$ cat config.mk
export PLATFORM = sky130hd
export DESIGN_NAME = sync_vg_timing
export DESIGN_NICKNAME = d
export VERILOG_FILES = /design/src/rtl/sync_vg_timing.sv
export SDC_FILE = /design/constraint.sdc
export NUM_CORES = 1
export LEC_CHECK = 0
export ABC_AREA = 1
export CAP_MARGIN = 20
export CORE_ASPECT_RATIO = 1.25
export CORE_MARGIN = 5
export CORE_UTILIZATION = 55
export DETAILED_ROUTE_END_ITERATION = 8
export GPL_ROUTABILITY_DRIVEN = 0
export PLACE_DENSITY = 0.81
export RECOVER_POWER = 100
export SLEW_MARGIN = 10
export SYNTH_ARGS = -nofsm -noshare
export SYNTH_HDL_FRONTEND = slang
export SYNTH_SLANG_ARGS = --single-unit
$ cat constraint.sdc
create_clock -name clk_in -period 15.34 [get_ports clk_in]
set_input_delay 3.068 -clock clk_in [delete_from_list [all_inputs] [get_ports clk_in]]
set_output_delay 3.068 -clock clk_in [all_outputs]
set_load 0.03 [all_outputs]
$ cat src/rtl/sync_vg_timing.sv
// ---------------------------------------------------------------------------
// sync_vg_timing
//
// Programmable raster timing generator for the test-pattern stage. It walks
// a pixel position (x, y) across the frame and produces registered,
// zero-skew hs / vs / de strobes together with the applied active width and
// height. New timing is written into a staging set with cfg_load and is only
// moved into the applied set at a frame boundary, or immediately while the
// generator is disabled. The downstream therefore never sees a torn frame.
//
// Optional feature (compile-time macro SYNC_VG_FRAME_CNT_EN):
//   defined     -> adds output frame_cnt[15:0], a wrapping count of enabled
//                  frame boundaries, cleared whenever a new timing set is
//                  applied.
//   not defined -> no frame_cnt port and no counter logic.
//
// Ports:
//   clk_in                  in   pixel clock
//   reset_n                 in   asynchronous active-low reset
//   enable                  in   run counters; low holds the generator idle
//   cfg_h_active/fp/sync/total  in  X_BITS  staged horizontal timing
//   cfg_v_active/fp/sync/total  in  Y_BITS  staged vertical timing
//   cfg_load                in   one-cycle strobe capturing all cfg_* inputs
//   cfg_pending             out  staging loaded, not yet applied
//   cfg_err                 out  last staged set rejected (sticky to next load)
//   x / y                   out  current horizontal / vertical position
//   hs / vs / de            out  active-high syncs and data enable
//   width / height          out  applied active width / height
//   frame_cnt               out  frame counter (only with the macro above)
// ---------------------------------------------------------------------------
module sync_vg_timing #(
  parameter int X_BITS   = 13,
  parameter int Y_BITS   = 13,
  parameter int H_ACTIVE = 640,
  parameter int H_FP     = 16,
  parameter int H_SYNC   = 96,
  parameter int H_TOTAL  = 800,
  parameter int V_ACTIVE = 480,
  parameter int V_FP     = 10,
  parameter int V_SYNC   = 2,
  parameter int V_TOTAL  = 525
) (
  input  logic              clk_in,
  input  logic              reset_n,
  input  logic              enable,
  input  logic [X_BITS-1:0] cfg_h_active,
  input  logic [X_BITS-1:0] cfg_h_fp,
  input  logic [X_BITS-1:0] cfg_h_sync,
  input  logic [X_BITS-1:0] cfg_h_total,
  input  logic [Y_BITS-1:0] cfg_v_active,
  input  logic [Y_BITS-1:0] cfg_v_fp,
  input  logic [Y_BITS-1:0] cfg_v_sync,
  input  logic [Y_BITS-1:0] cfg_v_total,
  input  logic              cfg_load,
  output logic              cfg_pending,
  output logic              cfg_err,
  output logic [X_BITS-1:0] x,
  output logic [Y_BITS-1:0] y,
  output logic              hs,
  output logic              vs,
  output logic              de,
  output logic [X_BITS-1:0] width,
  output logic [Y_BITS-1:0] height
`ifdef SYNC_VG_FRAME_CNT_EN
  ,
  output logic [15:0]       frame_cnt
`endif
);

  // Two guard bits: the sum of three timing fields plus one can exceed a
  // single extra bit of headroom, so all window/validity math runs wider.
  localparam int XW = X_BITS + 2;
  localparam int YW = Y_BITS + 2;

  typedef struct packed {
    logic [X_BITS-1:0] hActive;
    logic [X_BITS-1:0] hFp;
    logic [X_BITS-1:0] hSync;
    logic [X_BITS-1:0] hTotal;
    logic [Y_BITS-1:0] vActive;
    logic [Y_BITS-1:0] vFp;
    logic [Y_BITS-1:0] vSync;
    logic [Y_BITS-1:0] vTotal;
  } timing_t;

  localparam timing_t DEFAULT_TIMING = '{
    hActive: X_BITS'(H_ACTIVE),
    hFp:     X_BITS'(H_FP),
    hSync:   X_BITS'(H_SYNC),
    hTotal:  X_BITS'(H_TOTAL),
    vActive: Y_BITS'(V_ACTIVE),
    vFp:     Y_BITS'(V_FP),
    vSync:   Y_BITS'(V_SYNC),
    vTotal:  Y_BITS'(V_TOTAL)
  };

  // A set is usable when both active regions and sync pulses are non-empty
  // and each total leaves room for at least one back-porch slot.
  function automatic logic timingValid(input timing_t t);
    logic [XW-1:0] hNeed;
    logic [YW-1:0] vNeed;
    hNeed = XW'(t.hActive) + XW'(t.hFp) + XW'(t.hSync) + XW'(1);
    vNeed = YW'(t.vActive) + YW'(t.vFp) + YW'(t.vSync) + YW'(1);
    timingValid = (t.hActive != '0) && (t.hSync != '0) &&
                  (XW'(t.hTotal) >= hNeed) &&
                  (t.vActive != '0) && (t.vSync != '0) &&
                  (YW'(t.vTotal) >= vNeed);
  endfunction

  timing_t appliedQ, appliedD;
  timing_t stagingQ, stagingD;
  timing_t cfgIn;

  logic pendingQ, pendingD;
  logic errQ, errD;
  logic runningQ, runningD;

  logic [X_BITS-1:0] xQ, xD;
  logic [Y_BITS-1:0] yQ, yD;
  logic hsQ, hsD;
  logic vsQ, vsD;
  logic deQ, deD;

  logic boundary;
  logic applyNow;
  logic newTiming;

  logic [XW-1:0] hSyncStart, hSyncEnd;
  logic [YW-1:0] vSyncStart, vSyncEnd;

  assign cfgIn = '{
    hActive: cfg_h_active,
    hFp:     cfg_h_fp,
    hSync:   cfg_h_sync,
    hTotal:  cfg_h_total,
    vActive: cfg_v_active,
    vFp:     cfg_v_fp,
    vSync:   cfg_v_sync,
    vTotal:  cfg_v_total
  };

  // Staging / apply control. The boundary is the last pixel of a running
  // frame; while disabled there is no frame to tear, so a pending set is
  // taken on the next edge. The apply always consumes the staging content
  // present before this edge, so a load on the boundary cycle is applied
  // one frame later and keeps cfg_pending set. A load clears cfg_err last,
  // since the error flag describes the most recently staged set.
  always_comb begin
    appliedD  = appliedQ;
    stagingD  = stagingQ;
    pendingD  = pendingQ;
    errD      = errQ;
    newTiming = 1'b0;

    boundary = runningQ && enable &&
               (xQ == appliedQ.hTotal - X_BITS'(1)) &&
               (yQ == appliedQ.vTotal - Y_BITS'(1));
    applyNow = pendingQ && (!enable || boundary);

    if (applyNow) begin
      pendingD = 1'b0;
      if (timingValid(stagingQ)) begin
        appliedD  = stagingQ;
        newTiming = 1'b1;
      end else begin
        errD = 1'b1;
      end
    end

    if (cfg_load) begin
      stagingD = cfgIn;
      pendingD = 1'b1;
      errD     = 1'b0;
    end
  end

  // Raster counters and strobes. runningQ distinguishes the first enabled
  // edge (which presents pixel 0,0) from ordinary counting edges. The
  // strobes are decoded from the next position using the timing that will
  // be in force, so they stay aligned with x/y even on the edge where a new
  // timing set takes over.
  always_comb begin
    xD       = '0;
    yD       = '0;
    runningD = 1'b0;
    hsD      = 1'b0;
    vsD      = 1'b0;
    deD      = 1'b0;

    hSyncStart = XW'(appliedD.hActive) + XW'(appliedD.hFp);
    hSyncEnd   = hSyncStart + XW'(appliedD.hSync);
    vSyncStart = YW'(appliedD.vActive) + YW'(appliedD.vFp);
    vSyncEnd   = vSyncStart + YW'(appliedD.vSync);

    if (enable) begin
      runningD = 1'b1;
      if (runningQ) begin
        if (xQ == appliedQ.hTotal - X_BITS'(1)) begin
          xD = '0;
          if (yQ == appliedQ.vTotal - Y_BITS'(1)) begin
            yD = '0;
          end else begin
            yD = yQ + Y_BITS'(1);
          end
        end else begin
          xD = xQ + X_BITS'(1);
          yD = yQ;
        end
      end
      deD = (xD < appliedD.hActive) && (yD < appliedD.vActive);
      hsD = (XW'(xD) >= hSyncStart) && (XW'(xD) < hSyncEnd);
      vsD = (YW'(yD) >= vSyncStart) && (YW'(yD) < vSyncEnd);
    end
  end

  // State register: every flop returns to its default on reset, which also
  // discards any pending staging content.
  always_ff @(posedge clk_in or negedge reset_n) begin
    if (!reset_n) begin
      appliedQ <= DEFAULT_TIMING;
      stagingQ <= DEFAULT_TIMING;
      pendingQ <= 1'b0;
      errQ     <= 1'b0;
      runningQ <= 1'b0;
      xQ       <= '0;
      yQ       <= '0;
      hsQ      <= 1'b0;
      vsQ      <= 1'b0;
      deQ      <= 1'b0;
    end else begin
      appliedQ <= appliedD;
      stagingQ <= stagingD;
      pendingQ <= pendingD;
      errQ     <= errD;
      runningQ <= runningD;
      xQ       <= xD;
      yQ       <= yD;
      hsQ      <= hsD;
      vsQ      <= vsD;
      deQ      <= deD;
    end
  end

`ifdef SYNC_VG_FRAME_CNT_EN
  logic [15:0] frameCntQ, frameCntD;

  // Counts completed enabled frames; a newly applied set restarts the count
  // because frames of the old timing are no longer comparable.
  always_comb begin
    frameCntD = frameCntQ;
    if (boundary) begin
      frameCntD = frameCntQ + 16'd1;
    end
    if (newTiming) begin
      frameCntD = '0;
    end
  end

  // Frame counter register.
  always_ff @(posedge clk_in or negedge reset_n) begin
    if (!reset_n) begin
      frameCntQ <= '0;
    end else begin
      frameCntQ <= frameCntD;
    end
  end

  assign frame_cnt = frameCntQ;
`else
  // Without the frame counter the apply flag has no consumer.
  logic unusedNewTiming;
  assign unusedNewTiming = newTiming;
`endif

  assign cfg_pending = pendingQ;
  assign cfg_err     = errQ;
  assign x           = xQ;
  assign y           = yQ;
  assign hs          = hsQ;
  assign vs          = vsQ;
  assign de          = deQ;
  assign width       = appliedQ.hActive;
  assign height      = appliedQ.vActive;

endmodule
==> impl_metrics.toml <==
[outcome]
status = "complete, but fails checks"
violations = "capacitance limit, slew limit"

[placed_design]
io_buffers = 164
dpl.hpwl_um = 38200

[worst_setup_path]
worstPathRequired_ns = 15.77
path_max_fanout = 101
endpoint_kind = "flop"
r2r-start = "stagingQ[91]$_DFFE_PN0P_"
critPathSlowestCell = "clkbuf_1"
cp_common_cell = "nand2_1"
critPathLaunch = "stagingQ[91]$_DFFE_PN0P_"
critPathMaxStageDelay_ns = 1.56
setup.worst_path.class = "reg -> reg"
worstPathArrival_ns = 10.87
critPathLaunchType = "flop"

[drt]
avgViaCountPerCell = 5.57
postRouteWirelength_um = 48500
ant_nets = 0
drtIter0Drc = 1024
routedWlPerCell_um = 17.4
dr.pass1.iters = 7
dr_total_vias = 15543
drc = 0

[job]
maxCapViolations = 5

[grt]
grt_pass1_vias = 15606
grt_usage_pct = 27.2
grt_overflow_total = 0
grt_first_pass_wirelength_um = 78000
antenna_found_initial = 0
grt_max_degree = 161

[worst_hold_path]
worstHoldStart = "stagingQ[57]$_DFFE_PN1P_"
hp-class = "reg -> reg"

[clock_tree]
clkTransAtPathRegs_ns = 0.07
cts_buffer_depth = 3
clkLatencyLatePin_ns = 0.53
post_cts_buffers = 0
cts_tree = "yes"
h-tree-depth = 1
cts_buffers = 25
hold_buffers = 0
cts_root_buf = "clkbuf_16"
cts.sinks = 240
cts_resized = 0

[timing]
final_hold_viol_count = 0
final.period_utilization_pct = 68.1
slew_headroom_pct = -204
period_minus_slack_ns = 10.44
setup_viol = 0
rsz0062_at_grt = "no"
fin_skew_ns = 0.0133
max_freq_ghz = 0.0958
slew_viol_final = 384
worstMarginPinSlew_ns = 4.56
final.setup.tns_ns = 0

[yosys]
yosysTopAreaCellShare_pct = 29.0
synth_edf_count = 0
yosysMostFrequentCell = "nand2_1"
synth_fp_nets = 2567
synth_async_sr_flop_share_pct = 100
synthFlopType = "dfrtp_1"
syn-cell-area_mm2 = 0.0175
yosysTopAreaCell = "dfrtp_1"
synth.avg_cell_area_um2 = 7.79
yosys-top-cells-area = "dfrtp_1 (29%), ha_1 (13%), nand2_1 (12%), inv_1 (6.9%), dfstp_2 (5.7%)"
synth_top_cells_by_count = "nand2_1 (537), inv_1 (321), dfrtp_1 (202)"
synth-seq-cells = 240
synth_cell_type_count = 54
syn_inst = 2241
yosysSeqAreaShare_pct = 34.7
ys_warn_count = 0

[finish]
n_fill_cell = 2683
diodes = 0
post-route-util_pct = 63.2
fin_nets = 2684
area_growth_pct = 14.3
drive_above_1_share_pct = 4.67

[die]
core_mm2 = 0.0316
rows = 73
die-area_mm2 = 0.0354
die_y_um = 209
fp.dieW_um = 169
io_pins = 165
floorplan.initialDensity_pct = 55.2

[pwr]
powerDensity_mw_per_mm2 = 201
p_leak_uw = 0.0102
power.total_uw = 4010
ir_worst_vdd_mv = 0.112
cells by family after synthesis:
logic type,share of synthesized area (%)
AND/OR/NAND/NOR,20.2
AO/OA/AOI/OAI,13.7
buffers and inverters,9.83
flip-flops,34.7
adder cells (fa/ha/maj),16.9
XOR/XNOR,4.71
multiplexers,0.0573
path summary, 6_finish.rpt:
path,endpoint,slack [ns],cells after the start
min,stagingQ[57]$_DFFE_PN1P_,0.51,2
min reg2reg,stagingQ[57]$_DFFE_PN1P_,0.51,2
max reg2reg,hs$_DFF_PN0_,4.90,53
max,hs$_DFF_PN0_,4.90,53
max in group asynchronous,appliedQ[21]$_DFF_PN0_,8.90,1
min in group asynchronous,width[5]$_DFF_PN0_,4.03,1
state kept, by name, summed over array words and instances, names as in the netlist, 13 cells and up:
signal and cells:
x 13, appliedQ 78, width 13, stagingQ 104, y 13, height 13
where the power goes:
group          switching (uW)  internal [uW]  total (uW)
registers                 101            795         896
clock network             266            353         619
logic                    1550            939        2490
total                    1920           2090        4010
per-layer routing:
layer  wire length, um  vias to the layer above  GRT usage [%]
met4              2550                        0           12.6
met5                 0                        -              0
li1                  -                     7488              -
met3              2880                      143           3.41
met1             19700                     7375           34.4
met2             23300                      537           46.3
metrics by stage:
step | instances | setup slack [ns] | area, um2 | hold slack (ns)
final | 2788 | 4.90 | 20000 | 0.511
after global routing | 2788 | 3.91 | 20000 | 0.528
after CTS | 2788 | 6.41 | 20000 | 0.493
after detailed placement | 2743 | 5.99 | 19200 | 0.483
after global placement | 2743 | 6.21 | 19200 | 0.482
after floorplan | 2241 | 7.92 | 17500 | 0.467
area by class of cell:
| cell class | count | area [um2] | area share (%) |
|---|---|---|---|
| clock buffers | 31 | 688 | 3.45 |
| inverters | 327 | 1230 | 6.15 |
| flip-flops and latches | 240 | 6050 | 30.3 |
| well taps | 412 | 515 | 2.58 |
| clock inverters | 14 | 138 | 0.689 |
| multi-input cells | 1595 | 9670 | 48.5 |
| repair buffers | 169 | 1670 | 8.35 |
cell usage in the layout, fill, tap and decap left out, types with 63 or more instances in the layout:
cell	n
a21oi_1	113
inv_1	322
nand2_1	537
clkdlybuf4s50_1	104
o21ai_0	238
nand3_1	81
xor2_1	63
nor2_1	133
dfrtp_1	202
ha_1	188
critical path, delay by kind of cell (launching register included):
| family | cells | cell delay, ns |
|---|---|---|
| buffers and inverters | 9 | 2.85 |
| xor gates and xnor gates | 3 | 0.46 |
| DFF | 1 | 0.36 |
| and+or+nand+nor | 22 | 1.87 |
| AOI/OAI and AO/OA | 12 | 2.52 |
| adders and majority gates | 7 | 2.25 |
No activity file was read; power rests on OpenSTA's default activity.
